<file path="src/rtl/commit_trace_monitor_if.sv">
// Commit-side trace bus: per-slot debug commit signals plus the drained trace stream.
interface commit_trace_monitor_if #(
    parameter int unsigned NUM_PORTS = 2
);
    logic [NUM_PORTS-1:0]      cm_valid;
    logic [32*NUM_PORTS-1:0]   cm_pc;
    logic [5*NUM_PORTS-1:0]    cm_dest;
    logic [4*NUM_PORTS-1:0]    cm_wstrb;
    logic [32*NUM_PORTS-1:0]   cm_wdata;
    logic [NUM_PORTS-1:0]      cm_br_op;
    logic [NUM_PORTS-1:0]      cm_pred_ok;

    logic                      out_valid;
    logic                      out_ready;
    logic [31:0]               out_pc;
    logic [4:0]                out_dest;
    logic [31:0]               out_wdata;

    // Pipeline/consumer side: drives commits and accepts the trace stream.
    modport master (
        output cm_valid, cm_pc, cm_dest, cm_wstrb, cm_wdata, cm_br_op, cm_pred_ok,
        output out_ready,
        input  out_valid, out_pc, out_dest, out_wdata
    );

    // Monitor side.
    modport slave (
        input  cm_valid, cm_pc, cm_dest, cm_wstrb, cm_wdata, cm_br_op, cm_pred_ok,
        input  out_ready,
        output out_valid, out_pc, out_dest, out_wdata
    );
endinterface

</file>
<file path="src/rtl/commit_trace_monitor.sv">
// Commit trace monitor: serialises qualifying register writes of all commit slots into a
// FIFO in program order, keeps saturating IPC/branch counters and freezes at END_PC.
module commit_trace_monitor #(
    parameter int unsigned NUM_PORTS = 2,
    parameter int unsigned DEPTH     = 16,
    parameter int unsigned CNT_W     = 32,
    parameter logic [31:0] END_PC    = 32'hbfc00100
) (
    input  logic                  clk,
    input  logic                  reset,
    input  logic                  trace_en,
    input  logic                  cnt_clear,
    commit_trace_monitor_if.slave bus,
    output logic                  almost_full,
    output logic                  overflow,
    output logic                  done,
    output logic [CNT_W-1:0]      cycle_cnt,
    output logic [CNT_W-1:0]      inst_cnt,
    output logic [CNT_W-1:0]      br_cnt,
    output logic [CNT_W-1:0]      br_hit
);
    localparam int unsigned PTR_W = $clog2(DEPTH);
    localparam int unsigned OCC_W = PTR_W + 1;
    // One extra bit so occupancy + pushes cannot wrap before the compare.
    localparam logic [OCC_W:0] DEPTH_X = (OCC_W + 1)'(DEPTH);
    localparam logic [OCC_W:0] PORTS_X = (OCC_W + 1)'(NUM_PORTS);

    logic [31:0]          mem_pc   [DEPTH];
    logic [4:0]           mem_dest [DEPTH];
    logic [31:0]          mem_data [DEPTH];

    logic [PTR_W-1:0]     wr_ptr_q, wr_ptr_d;
    logic [PTR_W-1:0]     rd_ptr_q, rd_ptr_d;
    logic [OCC_W-1:0]     occ_q, occ_d;
    logic                 almost_full_q, almost_full_d;
    logic                 overflow_q, overflow_d;
    logic                 done_q, done_d;
    logic [CNT_W-1:0]     cycle_q, cycle_d;
    logic [CNT_W-1:0]     inst_q, inst_d;
    logic [CNT_W-1:0]     br_q, br_d;
    logic [CNT_W-1:0]     hit_q, hit_d;

    logic [NUM_PORTS-1:0] qual;
    logic [PTR_W-1:0]     wr_idx  [NUM_PORTS];
    logic [31:0]          wdata_m [NUM_PORTS];
    logic [OCC_W-1:0]     n_qual;
    logic [CNT_W-1:0]     n_valid, n_br, n_hit;
    logic                 end_hit;
    logic                 push, pop, drop;
    logic                 head_valid;

    function automatic logic [CNT_W-1:0] sat_add(input logic [CNT_W-1:0] a,
                                                 input logic [CNT_W-1:0] b);
        logic [CNT_W:0] sum;
        sum = {1'b0, a} + {1'b0, b};
        return sum[CNT_W] ? {CNT_W{1'b1}} : sum[CNT_W-1:0];
    endfunction

    // Qualify each slot, mask its data and give it a compacted write slot after older ones.
    always_comb begin
        qual    = '0;
        n_qual  = '0;
        n_valid = '0;
        n_br    = '0;
        n_hit   = '0;
        end_hit = 1'b0;
        for (int i = 0; i < NUM_PORTS; i++) begin
            wr_idx[i] = wr_ptr_q + n_qual[PTR_W-1:0];
            for (int b = 0; b < 4; b++) begin
                wdata_m[i][8*b +: 8] = bus.cm_wstrb[4*i + b] ? bus.cm_wdata[32*i + 8*b +: 8]
                                                             : 8'h00;
            end
            qual[i] = bus.cm_valid[i] && (bus.cm_wstrb[4*i +: 4] != 4'b0000) &&
                      (bus.cm_dest[5*i +: 5] != 5'd0) && trace_en && !done_q;
            if (qual[i]) begin
                n_qual = n_qual + OCC_W'(1);
            end
            n_valid = n_valid + CNT_W'(bus.cm_valid[i]);
            n_br    = n_br + CNT_W'(bus.cm_valid[i] & bus.cm_br_op[i]);
            n_hit   = n_hit + CNT_W'(bus.cm_valid[i] & bus.cm_br_op[i] & bus.cm_pred_ok[i]);
            if (bus.cm_valid[i] && (bus.cm_pc[32*i +: 32] == END_PC)) begin
                end_hit = 1'b1;
            end
        end
    end

    // FIFO bookkeeping: whole-cycle accept or drop, pop not credited to the fit check.
    always_comb begin
        push = 1'b0;
        drop = 1'b0;
        if (n_qual != '0) begin
            if (({1'b0, occ_q} + {1'b0, n_qual}) > DEPTH_X) begin
                drop = 1'b1;
            end else begin
                push = 1'b1;
            end
        end
        pop   = head_valid && bus.out_ready;
        occ_d = occ_q;
        if (push) begin
            occ_d = occ_d + n_qual;
        end
        if (pop) begin
            occ_d = occ_d - OCC_W'(1);
        end
        wr_ptr_d      = push ? wr_ptr_q + n_qual[PTR_W-1:0] : wr_ptr_q;
        rd_ptr_d      = pop ? rd_ptr_q + PTR_W'(1) : rd_ptr_q;
        almost_full_d = (DEPTH_X - {1'b0, occ_d}) < PORTS_X;
        overflow_d    = cnt_clear ? 1'b0 : (overflow_q | drop);
        done_d        = cnt_clear ? 1'b0 : (done_q | end_hit);
    end

    // Counters: clear wins, otherwise saturating advance until done.
    always_comb begin
        cycle_d = cycle_q;
        inst_d  = inst_q;
        br_d    = br_q;
        hit_d   = hit_q;
        if (cnt_clear) begin
            cycle_d = '0;
            inst_d  = '0;
            br_d    = '0;
            hit_d   = '0;
        end else if (!done_q) begin
            cycle_d = sat_add(cycle_q, CNT_W'(1));
            inst_d  = sat_add(inst_q, n_valid);
            br_d    = sat_add(br_q, n_br);
            hit_d   = sat_add(hit_q, n_hit);
        end
    end

    // Control and counter state.
    always_ff @(posedge clk) begin
        if (reset) begin
            wr_ptr_q      <= '0;
            rd_ptr_q      <= '0;
            occ_q         <= '0;
            almost_full_q <= 1'b0;
            overflow_q    <= 1'b0;
            done_q        <= 1'b0;
            cycle_q       <= '0;
            inst_q        <= '0;
            br_q          <= '0;
            hit_q         <= '0;
        end else begin
            wr_ptr_q      <= wr_ptr_d;
            rd_ptr_q      <= rd_ptr_d;
            occ_q         <= occ_d;
            almost_full_q <= almost_full_d;
            overflow_q    <= overflow_d;
            done_q        <= done_d;
            cycle_q       <= cycle_d;
            inst_q        <= inst_d;
            br_q          <= br_d;
            hit_q         <= hit_d;
        end
    end

    // Entry storage; unreset because the head is masked while the FIFO is empty.
    always_ff @(posedge clk) begin
        if (push) begin
            for (int i = 0; i < NUM_PORTS; i++) begin
                if (qual[i]) begin
                    mem_pc[wr_idx[i]]   <= bus.cm_pc[32*i +: 32];
                    mem_dest[wr_idx[i]] <= bus.cm_dest[5*i +: 5];
                    mem_data[wr_idx[i]] <= wdata_m[i];
                end
            end
        end
    end

    assign head_valid    = (occ_q != '0);
    assign bus.out_valid = head_valid;
    assign bus.out_pc    = head_valid ? mem_pc[rd_ptr_q] : 32'h0;
    assign bus.out_dest  = head_valid ? mem_dest[rd_ptr_q] : 5'd0;
    assign bus.out_wdata = head_valid ? mem_data[rd_ptr_q] : 32'h0;

    assign almost_full = almost_full_q;
    assign overflow    = overflow_q;
    assign done        = done_q;
    assign cycle_cnt   = cycle_q;
    assign inst_cnt    = inst_q;
    assign br_cnt      = br_q;
    assign br_hit      = hit_q;
endmodule

</file>
<file path="src/flat_wrapper.sv">
// flat-port wrapper written by rule: the top's interface ports become plain ports
module commit_trace_monitor_flat 
#(
    parameter int unsigned NUM_PORTS = 2,
    parameter int unsigned DEPTH     = 16,
    parameter int unsigned CNT_W     = 32,
    parameter logic [31:0] END_PC    = 32'hbfc00100
)
  (clk, reset, trace_en, cnt_clear, almost_full, overflow, done, cycle_cnt, inst_cnt, br_cnt, br_hit, bus_cm_valid, bus_cm_pc, bus_cm_dest, bus_cm_wstrb, bus_cm_wdata, bus_cm_br_op, bus_cm_pred_ok, bus_out_ready, bus_out_valid, bus_out_pc, bus_out_dest, bus_out_wdata);
  commit_trace_monitor_if #(.NUM_PORTS(NUM_PORTS)) bus_i ();
  input  logic clk;
  input  logic reset;
  input  logic trace_en;
  input  logic cnt_clear;
  output logic almost_full;
  output logic overflow;
  output logic done;
  output logic [CNT_W-1:0] cycle_cnt;
  output logic [CNT_W-1:0] inst_cnt;
  output logic [CNT_W-1:0] br_cnt;
  output logic [CNT_W-1:0] br_hit;
  input wire logic [$bits(bus_i.cm_valid)-1:0] bus_cm_valid;
  input wire logic [$bits(bus_i.cm_pc)-1:0] bus_cm_pc;
  input wire logic [$bits(bus_i.cm_dest)-1:0] bus_cm_dest;
  input wire logic [$bits(bus_i.cm_wstrb)-1:0] bus_cm_wstrb;
  input wire logic [$bits(bus_i.cm_wdata)-1:0] bus_cm_wdata;
  input wire logic [$bits(bus_i.cm_br_op)-1:0] bus_cm_br_op;
  input wire logic [$bits(bus_i.cm_pred_ok)-1:0] bus_cm_pred_ok;
  input wire logic [$bits(bus_i.out_ready)-1:0] bus_out_ready;
  output wire logic [$bits(bus_i.out_valid)-1:0] bus_out_valid;
  output wire logic [$bits(bus_i.out_pc)-1:0] bus_out_pc;
  output wire logic [$bits(bus_i.out_dest)-1:0] bus_out_dest;
  output wire logic [$bits(bus_i.out_wdata)-1:0] bus_out_wdata;
  assign bus_i.cm_valid = bus_cm_valid;
  assign bus_i.cm_pc = bus_cm_pc;
  assign bus_i.cm_dest = bus_cm_dest;
  assign bus_i.cm_wstrb = bus_cm_wstrb;
  assign bus_i.cm_wdata = bus_cm_wdata;
  assign bus_i.cm_br_op = bus_cm_br_op;
  assign bus_i.cm_pred_ok = bus_cm_pred_ok;
  assign bus_i.out_ready = bus_out_ready;
  assign bus_out_valid = bus_i.out_valid;
  assign bus_out_pc = bus_i.out_pc;
  assign bus_out_dest = bus_i.out_dest;
  assign bus_out_wdata = bus_i.out_wdata;
  commit_trace_monitor #(.NUM_PORTS(NUM_PORTS), .DEPTH(DEPTH), .CNT_W(CNT_W), .END_PC(END_PC)) u_core (.clk(clk), .reset(reset), .trace_en(trace_en), .cnt_clear(cnt_clear), .bus(bus_i), .almost_full(almost_full), .overflow(overflow), .done(done), .cycle_cnt(cycle_cnt), .inst_cnt(inst_cnt), .br_cnt(br_cnt), .br_hit(br_hit));
endmodule
</file>
<file path="config.mk">
export PLATFORM = sky130hd
export DESIGN_NAME = commit_trace_monitor_flat
export DESIGN_NICKNAME = d
export VERILOG_FILES = /design/src/rtl/commit_trace_monitor_if.sv /design/src/rtl/commit_trace_monitor.sv /design/src/flat_wrapper.sv
export SDC_FILE = /design/constraint.sdc
export NUM_CORES = 2
export LEC_CHECK = 0
export ABC_AREA = 0
export BUFFER_PORTS_ARGS = -buffer_cell sky130_fd_sc_hd__buf_4
export CAP_MARGIN = 20
export CORE_ASPECT_RATIO = 1.75
export CORE_UTILIZATION = 55
export CTS_CLUSTER_SIZE = 10
export DETAILED_ROUTE_END_ITERATION = 8
export PLACE_DENSITY = 0.83
export REMOVE_ABC_BUFFERS = 1
export SKIP_LAST_GASP = 1
export SLEW_MARGIN = 20
export SYNTH_ARGS = -nofsm -noshare
export SYNTH_HDL_FRONTEND = slang
export SYNTH_SLANG_ARGS = --single-unit
</file>
<file path="constraint.sdc">
create_clock -name clk -period 15.9 [get_ports clk]
set_input_delay 1.59 -clock clk [delete_from_list [all_inputs] [get_ports clk]]
set_output_delay 1.59 -clock clk [all_outputs]
set_load 0.02 [all_outputs]
</file>
==> results.txt <==
Worst-case hold path end point - u_core.overflow
Worst hold slack after final layout - 482 ps
Number of global-route vias before repair - 44223
Worst slew margin - 16.8%
Filler cells - 8076
# Post-CTS Setup Buffers - 0
Crit path max-delay family - simple AND/OR/NAND/NOR gates
Power density relative to cell area - 122 mW/mm^2
Launch instance of the worst min-delay path - u_core.overflow
Die footprint - 0.116 mm^2
Drt wl/cell - 30.5 um
Final critical path time including I/O delays and setup - 7750 ps
Largest net degree at the start of global routing - 114
Number of port buffers - 357
Number of antenna violations at the first check in global routing - 16
Overall Global Routing Usage - 32.1%
Clock tree from TritonCTS - built
Worst reg2reg path endpoint - u_core.mem_data[5][5]
Fin crit share - 48.7%
Yosys warnings - 0
Worst endpoint required time - 16280 ps
Non-Filler Instances - 6164
Starting density of the core - 55.6%
Sw Pwr - 0.00239 W
Max rail drop VDD - 0.121 mV
First-pass GRT wire length - 276000 um
Top FF cell, synth - sky130_fd_sc_hd__edfxtp_1
Ranking of synthesized cells by instance count - sky130_fd_sc_hd__edfxtp_1 (1104), sky130_fd_sc_hd__mux2_2 (593), sky130_fd_sc_hd__nand3_1 (558)
Async set or reset register ratio after synthesis - 0%
Library cell used as clock root buffer - sky130_fd_sc_hd__clkbuf_16
Depth of the worst hold-timing path - 2
Number of cells produced by synthesis - 4571
Final Wtd Congestion - 0.940
Depth of the most critical reg-to-reg path - 16
Area of the mapped netlist - 0.0628 mm^2
Number of hold buffers added after CTS - 0
Number of cells upsized or downsized after cts - 0
DRT Pass-1 Iters - 9
Worst r2r src - u_core.done
Violated checks - DRC
Synthesized area per cell - 13.7 um^2
CP Max Fanout - 52
Standard cell with the maximum stage delay on the critical path - sky130_fd_sc_hd__buf_4
Residual antenna-violating net count after detailed routing - 0
Worst setup EP type - flip-flop
Most used standard cell by instance count after synthesis - sky130_fd_sc_hd__edfxtp_1
Buffers plus inverters on the worst setup path - 3
Die boundary height - 449 um
Post-synth EDFFs - 1104
Worst hold path type - reg2reg
Accumulated negative setup slack - 0 ps
Cell-by-cell listing of the critical path - buf_4, nor4_1, nor3_1, inv_1, ha_1, ha_1, ha_1, nor2_1, o2111ai_1, nor3b_1, a21oi_2, nand2_1, nor3_2, nand2_4, o21ai_4, buf_4
Worst setup path category - in2reg
Register bit total from synthesis - 1252
Share of final-layout standard cells stronger than drive strength 1 - 33.5%
Global-route congestion overflow total - 0
Max frequency - 0.129 GHz
Number of placed I/O pins - 358
Seq pwr share - 42.9%
Endpoints failing setup - 0
Fraction of synthesized cell area taken by the top area cell type - 52.8%
Setup slack, reg-to-reg - 9150 ps
Core occupancy in the finished layout - 62.1%
Placement row count - 163
Data arrival at the endpoint of the critical path - 8120 ps
Worst Skew - 21.4 ps
Post-detailed-placement half-perimeter wirelength - 111000 um
Clk_lat worst skew - 770 ps
Fin. Hold Viols - 0
Cell type contributing the most total cell area after synthesis - sky130_fd_sc_hd__edfxtp_1
Run status - finished with violations
Gate power share - 22.8%
Pint - 0.00619 W
Final nets - 4815
Via/cell ratio - 6.99
Residual DRC count - 3
Number of max-slew violations in the final report - 0
Maximum clock path buffer count - 3
Most prevalent standard cell on the critical path - sky130_fd_sc_hd__ha_1
Area of the core - 0.113 mm^2
Beginning of the critical path - bus_cm_wstrb[4]
Number of buffers inserted during clock tree synthesis - 143
Iteration-0 DRC Markers - 5490
Total power - 0.00858 W
Max Cap Viol - 0
Number of placed instances, taps included - 5972
Leakage - 22.9 nW
Top post-synthesis cells by area - sky130_fd_sc_hd__edfxtp_1 (53%), sky130_fd_sc_hd__mux4_2 (12%), sky130_fd_sc_hd__mux2_2 (11%)
Unrepaired setup endpoints after global routing - no
H-tree depth - 4
Area added between synthesis and finish - 11.6%
Slew at the pin with the worst max-slew slack - 1250 ps
Post-synthesis sequential area ratio - 57.5%
Clock transition at the registers of the reported paths - 60 ps
Launching element type of the critical path - input port
Delay of the slowest cell on the worst path - 980 ps
Switching power as a share of total power - 27.8%
Total via count in the routed design - 43089
Number of library cell types mapped by synthesis - 59
# clock sinks - 1252
Share of total power in the clock network - 34.3%
Die Span X - 258 um
Total wirelength of the detailed-routed design - 188000 um
==> metal layers <==
| metal | part of all wire (%) | global-route usage [%] | vias to the layer above |
|---|---|---|---|
| li1 | - | - | 17743 |
| met1 | 31 | 35.8 | 21226 |
| met2 | 51 | 55.1 | 3317 |
| met3 | 12 | 8.16 | 777 |
| met4 | 6.5 | 19.2 | 26 |
| met5 | 0.091 | 0 | - |
==> worst max path at each step <==
| stage | to | slack (ps) | depth (start not counted) |
|---|---|---|---|
| finish | u_core.mem_data[5][5] | 8150 | 16 |
| global route | u_core.mem_data[5][5] | 7930 | 16 |
| CTS | u_core.mem_data[5][5] | 8410 | 16 |
| detailed placement | u_core.mem_pc[5][15] | 7630 | 16 |
| global placement | u_core.mem_pc[5][30] | 7680 | 16 |
| floorplan | bus_out_dest[0] | 1710 | 3 |
==> layout make-up <==
class | instances | area, um^2 | share of cell area [%]
Timing Repair Buffer | 415 | 3150 | 4.49
Multi-Input combinational cell | 2788 | 24900 | 35.5
Sequential cell | 1252 | 36100 | 51.5
Clock inverter | 14 | 164 | 0.234
Clock buffer | 171 | 3770 | 5.37
Antenna cell | 6 | 15.0 | 0.0214
Tap cell | 1485 | 1860 | 2.65
Inverter | 33 | 124 | 0.177
==> power by group through the flow <==
stage                     Sequential [W]  Combinational (W)  Clock (W)
after global routing             0.00369            0.00206    0.00306
after CTS                        0.00368            0.00196    0.00295
after global placement           0.00375            0.00192          0
final                            0.00368            0.00196    0.00294
after detailed placement         0.00375            0.00195          0
after floorplan                  0.00389            0.00153          0
==> per-stage QoR <==
stage | worst slack (ps) | cell area [um^2]
3_3_place_gp | 7680 | 66100
3_5_place_dp | 7630 | 66100
5_1_grt | 7930 | 70100
2_1_floorplan | 1710 | 60900
4_1_cts | 8410 | 70100
6_report | 8150 | 70100
==> worst min-delay path: cells and delay by family (launching register included) <==
| kind | cells | cell delay, ps |
|---|---|---|
| DFF | 1 | 330 |
| and+or+nand+nor | 2 | 120 |
==> cells in the final DEF, fill, tap and decap left out, types with 76 or more instances in the layout <==
master / instances
sky130_fd_sc_hd__edfxtp_1: 1104
sky130_fd_sc_hd__mux2_2: 593
sky130_fd_sc_hd__nand3_1: 558
sky130_fd_sc_hd__o21ai_0: 521
sky130_fd_sc_hd__buf_4: 413
sky130_fd_sc_hd__mux4_2: 345
sky130_fd_sc_hd__clkbuf_16: 147
sky130_fd_sc_hd__dfxtp_1: 144
sky130_fd_sc_hd__nand2_1: 132
sky130_fd_sc_hd__a21oi_1: 121
sky130_fd_sc_hd__nor2_1: 76
==> kinds of logic after synthesis <==
logic type | synth area share (%)
muxes | 23.1
xor gates and xnor gates | 1.69
buffers and inverters | 3.34
AOI/OAI and AO/OA | 5.73
adders and majority gates | 0.534
and+or+nand+nor | 8.09
DFF | 57.5
==> flip-flops by register name, indices dropped and copies added (netlist names), named ones only <==
| signal | flops |
|---|---|
| u_core.overflow | 1 |
| u_core.wr_ptr_q | 4 |
| u_core.occ_q | 5 |
| u_core.br_hit | 32 |
| u_core.mem_dest | 80 |
| u_core.mem_data | 512 |
| u_core.br_cnt | 32 |
| u_core.mem_pc | 512 |
| u_core.inst_cnt | 32 |
| u_core.done | 1 |
| u_core.almost_full | 1 |
| u_core.cycle_cnt | 32 |
| u_core.rd_ptr_q | 4 |
(Power assumes the default switching activity.)
